[config.mk]
export PLATFORM = sky130hd
export DESIGN_NAME = uart_tx_arbiter
export DESIGN_NICKNAME = d
export VERILOG_FILES = /design/src/rtl/uart_arb_pkg.sv /design/src/rtl/uart_rr_pick.sv /design/src/rtl/uart_tx_arbiter.sv
export SDC_FILE = /design/constraint.sdc
export NUM_CORES = 1
export LEC_CHECK = 0
export ABC_AREA = 1
export BUFFER_PORTS_ARGS = -buffer_cell sky130_fd_sc_hd__buf_4
export CAP_MARGIN = 20
export CORE_ASPECT_RATIO = 0.5
export CORE_MARGIN = 2
export CORE_UTILIZATION = 46
export DETAILED_ROUTE_END_ITERATION = 6
export GPL_ROUTABILITY_DRIVEN = 0
export GPL_TIMING_DRIVEN = 0
export HOLD_SLACK_MARGIN = 0.15
export PLACE_DENSITY_LB_ADDON = 0.3
export SLEW_MARGIN = 15
export SYNTH_ARGS = -nofsm -noshare
export SYNTH_HDL_FRONTEND = slang
export SYNTH_HIERARCHICAL = 1
export SYNTH_SLANG_ARGS = --single-unit
export TNS_END_PERCENT = 50
[constraint.sdc]
create_clock -name sys_clk -period 2 [get_ports sys_clk]
set_input_delay 0.1 -clock sys_clk [delete_from_list [all_inputs] [get_ports sys_clk]]
set_output_delay 0.1 -clock sys_clk [all_outputs]
set_load 0.01 [all_outputs]
[src/rtl/uart_arb_pkg.sv]
// Shared types and defaults for the UART transmit arbiter and its picker.
// Holds the arbiter state encoding, UART defaults and a wrap-add helper.
package uart_arb_pkg;

  localparam int UART_DATA_W     = 8;
  localparam int UART_BIT_CYCLES = 5200;

  typedef enum logic [2:0] {
    ARB,
    SEND,
    HOLD,
    WAIT,
    OWN
  } arbState_t;

  function automatic int wrapAdd(
    input int a,
    input int b,
    input int n
  );
    return (a + b) % n;
  endfunction

endpackage

[src/rtl/uart_rr_pick.sv]
// Combinational round-robin picker: first set bit above ptr, wrapping.
// Ports: reqVec/ptr in; hit (any request) and idx (winner) out.
module uart_rr_pick
  import uart_arb_pkg::*;
#(
  parameter int N = 4
) (
  input  logic [N-1:0]         reqVec,
  input  logic [$clog2(N)-1:0] ptr,
  output logic                 hit,
  output logic [$clog2(N)-1:0] idx
);

  localparam int IW = $clog2(N);

  // Scan offsets high to low so the nearest one after ptr wins.
  always_comb begin
    hit = 1'b0;
    idx = '0;
    for (int off = N; off >= 1; off--) begin
      for (int j = 0; j < N; j++) begin
        if (reqVec[j] && j == wrapAdd(int'(ptr), off, N)) begin
          hit = 1'b1;
          idx = IW'(j);
        end
      end
    end
  end

endmodule

[src/rtl/uart_tx_arbiter.sv]
// Packet-locked round-robin arbiter sharing one UART transmitter.
// Ports: req_* byte streams in, tx_* start/data to UART, arb_* status out.
module uart_tx_arbiter
  import uart_arb_pkg::*;
#(
  parameter int NUM_REQ      = 4,
  parameter int DATA_W       = UART_DATA_W,
  parameter int LOCK_TIMEOUT = 52000
) (
  input  logic                       sys_clk,
  input  logic                       sys_resetL,
  input  logic [NUM_REQ-1:0]         req_validH,
  input  logic [NUM_REQ*DATA_W-1:0]  req_dataH,
  input  logic [NUM_REQ-1:0]         req_lastH,
  output logic [NUM_REQ-1:0]         req_readyH,
  output logic                       tx_startH,
  output logic [DATA_W-1:0]          tx_dataH,
  input  logic                       tx_busyH,
  output logic [$clog2(NUM_REQ)-1:0] arb_ownerH,
  output logic                       arb_lockedH,
  output logic                       timeout_errH
);

  localparam int IW = $clog2(NUM_REQ);
  localparam int CNT_W =
    (LOCK_TIMEOUT > 2) ? $clog2(LOCK_TIMEOUT) : 1;
  localparam logic [CNT_W-1:0] TO_MAX =
    CNT_W'(LOCK_TIMEOUT - 1);

  arbState_t        state;
  logic [IW-1:0]    ptr;
  logic [IW-1:0]    gnt;
  logic [CNT_W-1:0] idleCnt;
  logic             lastQ;
  logic             pickHit;
  logic [IW-1:0]    pickIdx;

  uart_rr_pick #(
    .N (NUM_REQ)
  ) uPick (
    .reqVec (req_validH),
    .ptr    (ptr),
    .hit    (pickHit),
    .idx    (pickIdx)
  );

  assign arb_ownerH = gnt;

  always_comb begin
    tx_dataH = '0;
    for (int i = 0; i < NUM_REQ; i++) begin
      if (tx_startH && gnt == IW'(i)) begin
        tx_dataH = req_dataH[i*DATA_W +: DATA_W];
      end
    end
  end

  // tx_startH/req_readyH are registered on the edge into SEND,
  // so they are high exactly for the single SEND cycle.
  always_ff @(posedge sys_clk or negedge sys_resetL) begin
    if (!sys_resetL) begin
      state        <= ARB;
      ptr          <= IW'(NUM_REQ - 1);
      gnt          <= '0;
      idleCnt      <= '0;
      lastQ        <= 1'b0;
      tx_startH    <= 1'b0;
      req_readyH   <= '0;
      arb_lockedH  <= 1'b0;
      timeout_errH <= 1'b0;
    end else begin
      tx_startH    <= 1'b0;
      req_readyH   <= '0;
      timeout_errH <= 1'b0;
      unique case (state)
        ARB: begin
          if (pickHit) begin
            gnt         <= pickIdx;
            arb_lockedH <= 1'b1;
            tx_startH   <= 1'b1;
            req_readyH  <= NUM_REQ'(1) << pickIdx;
            state       <= SEND;
          end
        end
        SEND: begin
          lastQ <= req_lastH[gnt];
          state <= HOLD;
        end
        HOLD: state <= WAIT;
        WAIT: begin
          if (!tx_busyH) begin
            if (lastQ) begin
              ptr         <= gnt;
              arb_lockedH <= 1'b0;
              state       <= ARB;
            end else begin
              idleCnt <= '0;
              state   <= OWN;
            end
          end
        end
        OWN: begin
          // Timeout beats a same-cycle owner request.
          if (idleCnt == TO_MAX) begin
            timeout_errH <= 1'b1;
            ptr          <= gnt;
            arb_lockedH  <= 1'b0;
            state        <= ARB;
          end else if (req_validH[gnt]) begin
            tx_startH  <= 1'b1;
            req_readyH <= NUM_REQ'(1) << gnt;
            state      <= SEND;
          end else begin
            idleCnt <= idleCnt + 1'b1;
          end
        end
        default: state <= ARB;
      endcase
    end
  end

endmodule

==> results of run 1 <==
worst paths after layout:
check                              from     endpoint  slack [ns]  depth (start not counted)
max                              ptr[0]  idleCnt[10]         0.1                         10
min                        req_lastH[2]        lastQ        0.19                          5
max reg2reg                      ptr[0]  idleCnt[10]         0.1                         10
min reg2reg                 arb_lockedH  arb_lockedH        0.51                          2
max in group asynchronous    sys_resetL       ptr[1]        1.37                          2
min in group asynchronous    sys_resetL  idleCnt[12]        0.31                          2
power groups by stage:
| stage | sequential (mW) | clock (mW) | combinational, mW |
|---|---|---|---|
| 2_1_floorplan | 0.921 | 0 | 1.16 |
| 3_3_place_gp | 0.896 | 0 | 1.72 |
| 3_5_place_dp | 0.900 | 0 | 1.77 |
| 4_1_cts | 0.891 | 0.528 | 1.78 |
| 5_1_grt | 0.919 | 0.558 | 2.14 |
| 6_report | 0.901 | 0.517 | 1.93 |
metrics by stage:
step | setup slack [ns] | total power [mW] | TNS, ns | instances | cell area (um^2)
finish | 0.0987 | 3.35 | 0 | 496 | 3010
global route | -0.0204 | 3.61 | -0.0709 | 496 | 3010
CTS | 0.0105 | 3.20 | 0 | 493 | 2940
detailed placement | 0.0359 | 2.67 | 0 | 482 | 2820
global placement | 0.0252 | 2.62 | 0 | 482 | 2820
floorplan | 0.289 | 2.08 | 0 | 353 | 2290
logic make-up after synthesis:
logic type,Yosys count,synth area share
fa+ha+maj,1,0.00547
compound gates,35,0.0946
simple gates,242,0.471
xor+xnor,2,0.00766
flops,31,0.340
buf+inv,42,0.0815
timing repair:
item,CTS,global route
hold endpoints to repair,34,0
setup endpoints to repair,0,24
setup buffers,0,3
gates resized for setup,0,15
hold buffers,3,0
critical path: cells and delay by family, from the launching register on:
| kind | cells | cell delay [ns] |
|---|---|---|
| buffers and inverters | 1 | 0.14 |
| flip-flops | 1 | 0.63 |
| AO/OA/AOI/OAI | 1 | 0.22 |
| AND/OR/NAND/NOR | 8 | 0.81 |
final cells by class:
class	instances	area (um^2)
Tap cell	70	87.6
Inverter	36	138
Clock buffer	7	86.3
Timing Repair Buffer	65	495
Sequential cell	31	778
Fill cell	435	1860
Clock inverter	1	5.00
Buffer	6	48.8
Multi-Input combinational cell	280	1370
state kept, by name, summed over array words and instances (netlist names):
name / flops
arb_lockedH: 1
arb_ownerH: 2
idleCnt: 16
lastQ: 1
ptr: 2
req_readyH: 4
state: 3
timeout_errH: 1
tx_startH: 1
layer usage:
layer  vias to the layer above  wire (um)  track usage
li1                       1277          -            -
met1                      1164       2490        0.245
met2                       125       3040        0.464
met3                        19        517       0.0811
met4                         0        166       0.0653
met5                         -          0            0
placed cells by master (no fill, tap or decap), drive strengths merged:
cell type	netlist	layout
nand2	147	147
buf	6	68
nor2	48	48
inv	36	36
nand3	31	31
dfrtp	29	29
o21ai	14	14
o2111ai	8	8
a21oi	7	7
clkbuf	0	7
nor3	5	5
nand4	5	5
o22ai	3	3
nand3b	3	3
dlygate4sd3	0	3
xor2	2	2
nor3b	2	2
dfstp	2	2
a31oi	1	1
and2	1	1
ha	1	1
clkinv	0	1
o21bai	1	1
a31o	1	1
==> metrics.cfg, run 1 <==
[place]
hpwl_mm=4.57
numPortBuffers=59

[timing]
whs_ns=0.191
tightest_slew_ns=0.411
finalCritPeriodShare=0.951
rsz0062_at_grt=true
finalSetupViolations=0
finalCriticalPeriod_ns=1.90
clock_skew_ns=0.00532
fmax_ghz=0.526
slew_headroom=0.726
finalMaxSlewViolations=0
hold_viol=0

[synth]
async_reset_ff_frac=1.00
syn-instance-count=353
synth-edff-count=0
synth_warnings=6
synth_common_cells=nand2_1, nor2_1, dfrtp_1, nand3_1, inv_1
ys_types=32
synth-main-ff-cell=dfrtp_1
yosys.area.top_type_share=0.317
synthMostInstantiatedCell=nand2_1
syn_area_per_cell_um2=6.48
seq_area_frac_synth=0.340
synth_seq_cells=31
synth_area_leaders=dfrtp_1, nand2_1, nor2_1, nand3_1, inv_1
synth_fp_nets=397
syn_area_um2=2290
yosysTopAreaCell=dfrtp_1

[setup_path]
critPathSlowestCell=dfstp_2
crit_top_cell=nand2_1
required_ns=2.18
crit_path_cell_trace=nor2_2 > nand2_1 > nand2_1 > nor3_2 > nand3_1 > o21ai_2 > nor2_4 > buf_6 > nand2_1 > nand2_1
path_class=flop to flop
critPathCaptureType=flop
cp.arrival_ns=2.08
slowest_delay_ns=0.63
startpoint_type=flop
cp_max_fo=10

[routing]
wl_per_cell_um=12.5
vias_per_cell=5.21
vias=2585
wl_mm=6.21
drc_errors=0
first_iter_violations=152
first_pass_iters=5
ant_nets=0

[clock_tree]
numClockSinks=31
cts_tree=done
cts_root_buf=clkbuf_8
cts_buffers=5
htreeDepth=2
clock_latency_ns=0.29
clockBufferDepth=2
clkTransAtPathRegs_ns=0.07

[floorplanning]
initial_core_util=0.470
die-height_um=53.9
row_count=18
core-area_um2=4860
die-area_um2=5590
die_w_um=104
boundaryPins=60

[global_route]
grt_max_degree=32
antenna_found_initial=0
grt_pass1_vias=2425
grtUsageTotal=0.233
grt-ovfl-total=0
grt_pass1_wl_mm=10.4

[pwr]
p_per_area_nw_per_um2=1110
ir_drop_uv=427
p_switching_mw=1.53
p_leak_nw=1.51
internal_power_mw=1.82
combPwrFrac=0.577
seqPwrFrac=0.269
clkPwrFrac=0.154
p_sw_frac=0.455

[min_path]
hp-class=input port to flop

[layout]
area_delta_synth_final_pct=31.5
layout-drive-gt1-share=0.270
nets=469
num_antenna_cells=0
utilization=0.619

[outcome]
status=finished, final reports clean

[job]
cap_violations=0

(Power assumes the default switching activity.)
==> run 2, diff against run 1 <==
==> constraint.sdc (replaced) <==
create_clock -name sys_clk -period 2.4 [get_ports sys_clk]
set_input_delay 0.12 -clock sys_clk [delete_from_list [all_inputs] [get_ports sys_clk]]
set_output_delay 0.12 -clock sys_clk [all_outputs]
set_load 0.01 [all_outputs]
==> run 2 against run 1 <==
  * Design area decreased by 2.6%
  * Routed wire length down 2.2%
  * Sequential power decreased by 18%
  * Die area unchanged
  * Flip-flop and latch count unchanged
  * Non-clock buffer count down 4
  * Global-route usage is essentially flat
  * Register-to-register slack better by 0.30 ns
==> metrics.cfg, run 2 (synthesized netlist as in run 1, its figures left out) <==
[floorplanning]
die-height_um=53.9  ; unchanged
row_count=18  ; unchanged
initial_core_util=0.470  ; unchanged
die_w_um=104  ; unchanged
boundaryPins=60  ; unchanged
core-area_um2=4860  ; unchanged
die-area_um2=5590  ; unchanged

[layout]
mostFrequentLayoutCells=nand2_1, buf_4, nor2_1
top_regs=idleCnt (16), req_readyH (4), state (3)
seqCellArea_um2=778  ; unchanged
fill_cells=451  ; +3.7%
final_common_cell=nand2_1
largest_register=idleCnt
area_delta_synth_final_pct=28.0
nets=465  ; -0.85%
multi_input_area_um2=1320  ; -3.4%
num_antenna_cells=0  ; unchanged
stdcell_count=492  ; -0.81%
largest_reg_flops=16  ; unchanged
layout-drive-gt1-share=0.239  ; -0.0306

[setup_path]
critPathCaptureType=flop
cp_max_fo=6  ; -4
cp.arrival_ns=2.20  ; +0.12 ns
required_ns=2.60  ; +0.42 ns
startpoint_type=flop
path_class=flop to flop

[routing]
vias_per_cell=5.14  ; -1.3%
wl_mm=6.08  ; -2.2%
vias=2530  ; -2.1%
drc_errors=0  ; unchanged
first_iter_violations=154  ; +1.3%
ant_nets=0  ; unchanged
wl_per_cell_um=12.3  ; -1.4%
first_pass_iters=5  ; unchanged

[timing]
fmax_ghz=0.500  ; -4.9%
finalMaxSlewViolations=0  ; unchanged
finalSetupViolations=0  ; unchanged
tightest_slew_ns=0.607  ; +0.195 ns
rsz0062_at_grt=false
setup_tns_ns=0  ; unchanged
finalCriticalPeriod_ns=2.00  ; +0.0978 ns
whs_ns=0.159  ; -0.0325 ns
slew_headroom=0.594  ; -0.132
clock_skew_ns=0.00527  ; -0.0000443 ns
finalCritPeriodShare=0.833  ; -0.118
hold_viol=0  ; unchanged

[clock_tree]
post_cts_buffers=0  ; unchanged
ctsResizeCount=0  ; unchanged
cts_root_buf=clkbuf_8
clockBufferDepth=2  ; unchanged
numClockSinks=31  ; unchanged
clkTransAtPathRegs_ns=0.06  ; about the same
clock_latency_ns=0.29  ; about the same
cts_hold_buf=2  ; -1
cts_tree=done
htreeDepth=2  ; unchanged
cts_buffers=5  ; unchanged

[min_path]
hp-class=input port to flop

[job]
cap_violations=0  ; unchanged

[pwr]
p_leak_nw=1.49  ; -1.5%
p_per_area_nw_per_um2=907  ; -19%
ir_drop_uv=352  ; -17%

[global_route]
grt-ovfl-total=0  ; unchanged
grt_pass1_wl_mm=10.4  ; -0.12%
grtUsageTotal=0.232  ; -0.000275
grt_max_degree=32  ; unchanged
grt_pass1_vias=2422  ; -0.12%
antenna_found_initial=0  ; unchanged

[place]
place_inst=482  ; unchanged
hpwl_mm=4.57  ; unchanged
numPortBuffers=59  ; unchanged

[outcome]
status=finished, final reports clean

## run 2: cell count changes in the layout (fill, tap and decap cells not counted), moves of 2 or more
cell	change
nor2_1	+5
nor2_2	-2
nand2_1	+2
nand2_2	-2
nor2_4	-3
buf_4	-3
## run 2: worst max-delay path, stage by stage (launching register included)
cell,delay [ns]
dfstp_2,0.59
inv_2,0.06
nor2_2,0.15
nand2_1,0.12
nand4_1,0.11
nor3_1,0.05
nand3_1,0.10
inv_1,0.06
nor2_1,0.34
nand2_1,0.15
o22ai_1,0.19
## run 2: worst paths after layout
| check | start | endpoint | slack (ns) | depth (start not counted) |
|---|---|---|---|---|
| max | ptr[1] | req_readyH[2] | 0.40 | 10 |
| min | req_lastH[0] | lastQ | 0.16 | 5 |
| max reg2reg | ptr[1] | req_readyH[2] | 0.40 | 10 |
| min reg2reg | arb_lockedH | arb_lockedH | 0.51 | 2 |
| max in group asynchronous | sys_resetL | ptr[1] | 1.75 | 2 |
| min in group asynchronous | sys_resetL | idleCnt[12] | 0.32 | 2 |
## run 2: final cells by class
| class | count | share of cell area |
|---|---|---|
| tap | 70 | 0.0299 |
| timing repair buffer | 61 | 0.158 |
| inverter | 36 | 0.0470 |
| clock inverter | 1 | 0.00171 |
| sequential | 31 | 0.266 |
| buffer | 6 | 0.0167 |
| multi-input combinational | 280 | 0.452 |
| clock buffer | 7 | 0.0295 |
## run 2: power by group
group	switching (mW)	total [mW]	internal, mW
clock	0.199	0.430	0.231
combinational	0.914	1.49	0.573
sequential	0.0877	0.742	0.654
total	1.20	2.66	1.46
## run 2: metrics by stage
| step | util | cell area [um^2] | setup WS (ns) | power (mW) |
|---|---|---|---|---|
| 2_1_floorplan | - | 2290 | 0.689 | 1.74 |
| 3_3_place_gp | 0.579 | 2820 | 0.425 | 2.18 |
| 3_5_place_dp | 0.579 | 2820 | 0.436 | 2.22 |
| 4_1_cts | 0.602 | 2930 | 0.411 | 2.67 |
| 5_1_grt | 0.602 | 2930 | 0.137 | 2.88 |
| 6_report | 0.602 | 2930 | 0.401 | 2.66 |
## run 2: layer usage
metal  up-vias  share of wire  global-route usage
li1       1268              -                   -
met1      1147           0.41               0.244
met2       100           0.49               0.464
met3        15          0.076              0.0811
met4         0          0.028              0.0653
met5         -              0                   0
==> run 3, diff against run 2 <==
==> constraint.sdc (replaced) <==
create_clock -name sys_clk -period 1.9 [get_ports sys_clk]
set_input_delay 0.095 -clock sys_clk [delete_from_list [all_inputs] [get_ports sys_clk]]
set_output_delay 0.095 -clock sys_clk [all_outputs]
set_load 0.01 [all_outputs]
==> run 3 against run 2 <==
  * The flow now finishes with violations (negative setup slack)
  * Routed wire length up 3.6%
  * Register-to-register slack lost 0.48 ns
  * Sequential power grew 28%
  * Via count rose by 2.8%
  * Critical path type unchanged
  * Largest cell class unchanged
  * Largest power group unchanged
  * Highest routed layer unchanged
==> metrics.cfg, run 3 (synthesized netlist as in run 1, its figures left out) <==
[outcome]
status=finished, violations left
violations=negative setup slack

[floorplanning]
core-area_um2=4860  ; unchanged
initial_core_util=0.470  ; unchanged
row_count=18  ; unchanged
die_w_um=104  ; unchanged
die-area_um2=5590  ; unchanged
die-height_um=53.9  ; unchanged
boundaryPins=60  ; unchanged

[layout]
fill_cells=426  ; -5.5%
nets=470  ; +1.1%
layout-drive-gt1-share=0.283  ; +0.0440
mostFrequentLayoutCells=nand2_1, buf_4, nor2_1
largest_register=idleCnt
area_delta_synth_final_pct=33.5
seqCellArea_um2=778  ; unchanged
multi_input_area_um2=1410  ; +6.3%
stdcell_count=497  ; +1.0%
utilization=0.628  ; +0.0255
largest_reg_flops=16  ; unchanged
top_regs=idleCnt (16), req_readyH (4), state (3)
num_antenna_cells=0  ; unchanged
final_common_cell=nand2_1

[pwr]
p_switching_mw=1.67  ; +39%
combPwrFrac=0.589  ; +0.030
p_sw_frac=0.461  ; +0.00904
seqPwrFrac=0.261  ; -0.018
p_per_area_nw_per_um2=1190  ; +31%
internal_power_mw=1.96  ; +34%
ir_drop_uv=451  ; +28%
clkPwrFrac=0.150  ; -0.012
p_leak_nw=1.52  ; +2.1%

[timing]
fmax_ghz=0.506  ; +1.2%
finalWorstSetupSlack_ns=-0.0752  ; -0.476 ns
tightest_slew_ns=0.408  ; -0.199 ns
whs_ns=0.183  ; +0.0245 ns
setup_tns_ns=-0.911  ; -0.911 ns
hold_viol=0  ; unchanged
finalCriticalPeriod_ns=1.98  ; -0.0239 ns
finalSetupViolations=16  ; +16
rsz0062_at_grt=true
clock_skew_ns=0.00559  ; +0.000312 ns
slew_headroom=0.728  ; +0.134
finalMaxSlewViolations=0  ; unchanged
finalCritPeriodShare=1.04  ; +0.207

[setup_path]
cp_max_fo=10  ; +4
cp.arrival_ns=2.16  ; -0.04 ns
slowest_delay_ns=0.62  ; +0.03 ns
crit_path_cell_trace=nor2_4 > nand2_1 > nand4_1 > nor3_2 > nand3_2 > o21ai_4 > nor2_4 > buf_6 > nand2_1 > nand2_1
required_ns=2.08  ; -0.52 ns
critPathCaptureType=flop
startpoint_type=flop
worstReg2RegEnd=idleCnt[10]
startpoint=ptr[0]
worstReg2RegStart=ptr[0]
rrSetupSlack_ns=-0.08  ; -0.48 ns
critPathSlowestCell=dfstp_2
crit_top_cell=nand2_1
path_class=flop to flop
worstRegToRegCells=10  ; unchanged

[global_route]
grt-ovfl-total=0  ; unchanged
grt_pass1_vias=2432  ; +0.41%
grt_max_degree=32  ; unchanged
grtUsageTotal=0.233  ; +0.000825
grt_pass1_wl_mm=10.5  ; +0.39%
antenna_found_initial=0  ; unchanged

[routing]
drc_errors=0  ; unchanged
vias_per_cell=5.24  ; +1.8%
ant_nets=0  ; unchanged
first_iter_violations=141  ; -8.4%
first_pass_iters=4  ; -1
wl_mm=6.30  ; +3.6%
wl_per_cell_um=12.7  ; +2.6%
vias=2602  ; +2.8%

[clock_tree]
htreeDepth=2  ; unchanged
clock_latency_ns=0.29  ; about the same
cts_tree=done
cts_buffers=5  ; unchanged
cts_root_buf=clkbuf_8
clockBufferDepth=2  ; unchanged
numClockSinks=31  ; unchanged
clkTransAtPathRegs_ns=0.07  ; about the same

[place]
hpwl_mm=4.57  ; unchanged
place_inst=482  ; unchanged
numPortBuffers=59  ; unchanged

[min_path]
hold_end=lastQ
hold_path.startpoint=req_lastH[2]
hp-class=input port to flop
min_path_cells=5  ; unchanged

[job]
cap_violations=0  ; unchanged

run 3: changes by cell type in the layout (fill, tap and decap cells not counted), moves of 3 or more:
cell and change:
nor2_1 -5, nor2_4 +5, buf_4 +4, nand2_1 -3, nand2_2 +3
run 3: worst max path at each step:
stage                               end  depth (start not counted)  slack (ns)
after detailed placement    idleCnt[10]                         10       -0.06
after global routing         idleCnt[0]                         10       -0.18
after CTS                   tx_dataH[2]                          7      -0.006
after global placement    req_readyH[3]                         10       -0.07
after floorplan             idleCnt[10]                         10        0.19
final                       idleCnt[10]                         10       -0.08
run 3: critical path, delay by kind of cell (launching register included):
family | cells | cell delay (ns)
AOI/OAI and AO/OA | 1 | 0.21
and+or+nand+nor | 8 | 0.89
DFF | 1 | 0.62
buffers and inverters | 1 | 0.14
run 3: power by group through the flow:
stage	Sequential, mW	Clock [mW]	Combinational, mW
CTS	0.938	0.556	1.90
detailed placement	0.948	0	1.86
floorplan	0.969	0	1.22
finish	0.948	0.544	2.14
global route	0.967	0.588	2.35
global placement	0.943	0	1.81
run 3: final cells by class:
cell class	count	area share
Multi-Input combinational cell	280	0.461
Sequential cell	31	0.255
Buffer	6	0.0160
Tap cell	70	0.0287
Clock inverter	1	0.00164
Inverter	36	0.0451
Timing Repair Buffer	66	0.165
Clock buffer	7	0.0283
run 3: metrics by stage:
| step | setup WS, ns | instance area, um^2 | total power [mW] |
|---|---|---|---|
| after floorplan | 0.189 | 2290 | 2.19 |
| after global placement | -0.0748 | 2820 | 2.75 |
| after detailed placement | -0.0641 | 2820 | 2.81 |
| after CTS | -0.00555 | 2950 | 3.39 |
| after global routing | -0.182 | 3050 | 3.90 |
| final | -0.0752 | 3050 | 3.63 |
run 3: layer usage:
layer,vias up,part of all wire,global-route usage
met4,0,0.033,0.0653
met2,115,0.49,0.466
met1,1187,0.40,0.245
li1,1281,-,-
met5,-,0,0
met3,19,0.075,0.0811
run 3: timing repair:
| item | in CTS | in global routing |
|---|---|---|
| endpoints found under the hold margin | 34 | 0 |
| gates resized for setup | 3 | 21 |
| buffers inserted | 0 | 4 |
| hold buffers | 3 | 0 |
| pin swaps | 1 | 10 |
| setup endpoints to repair | 17 | 27 |
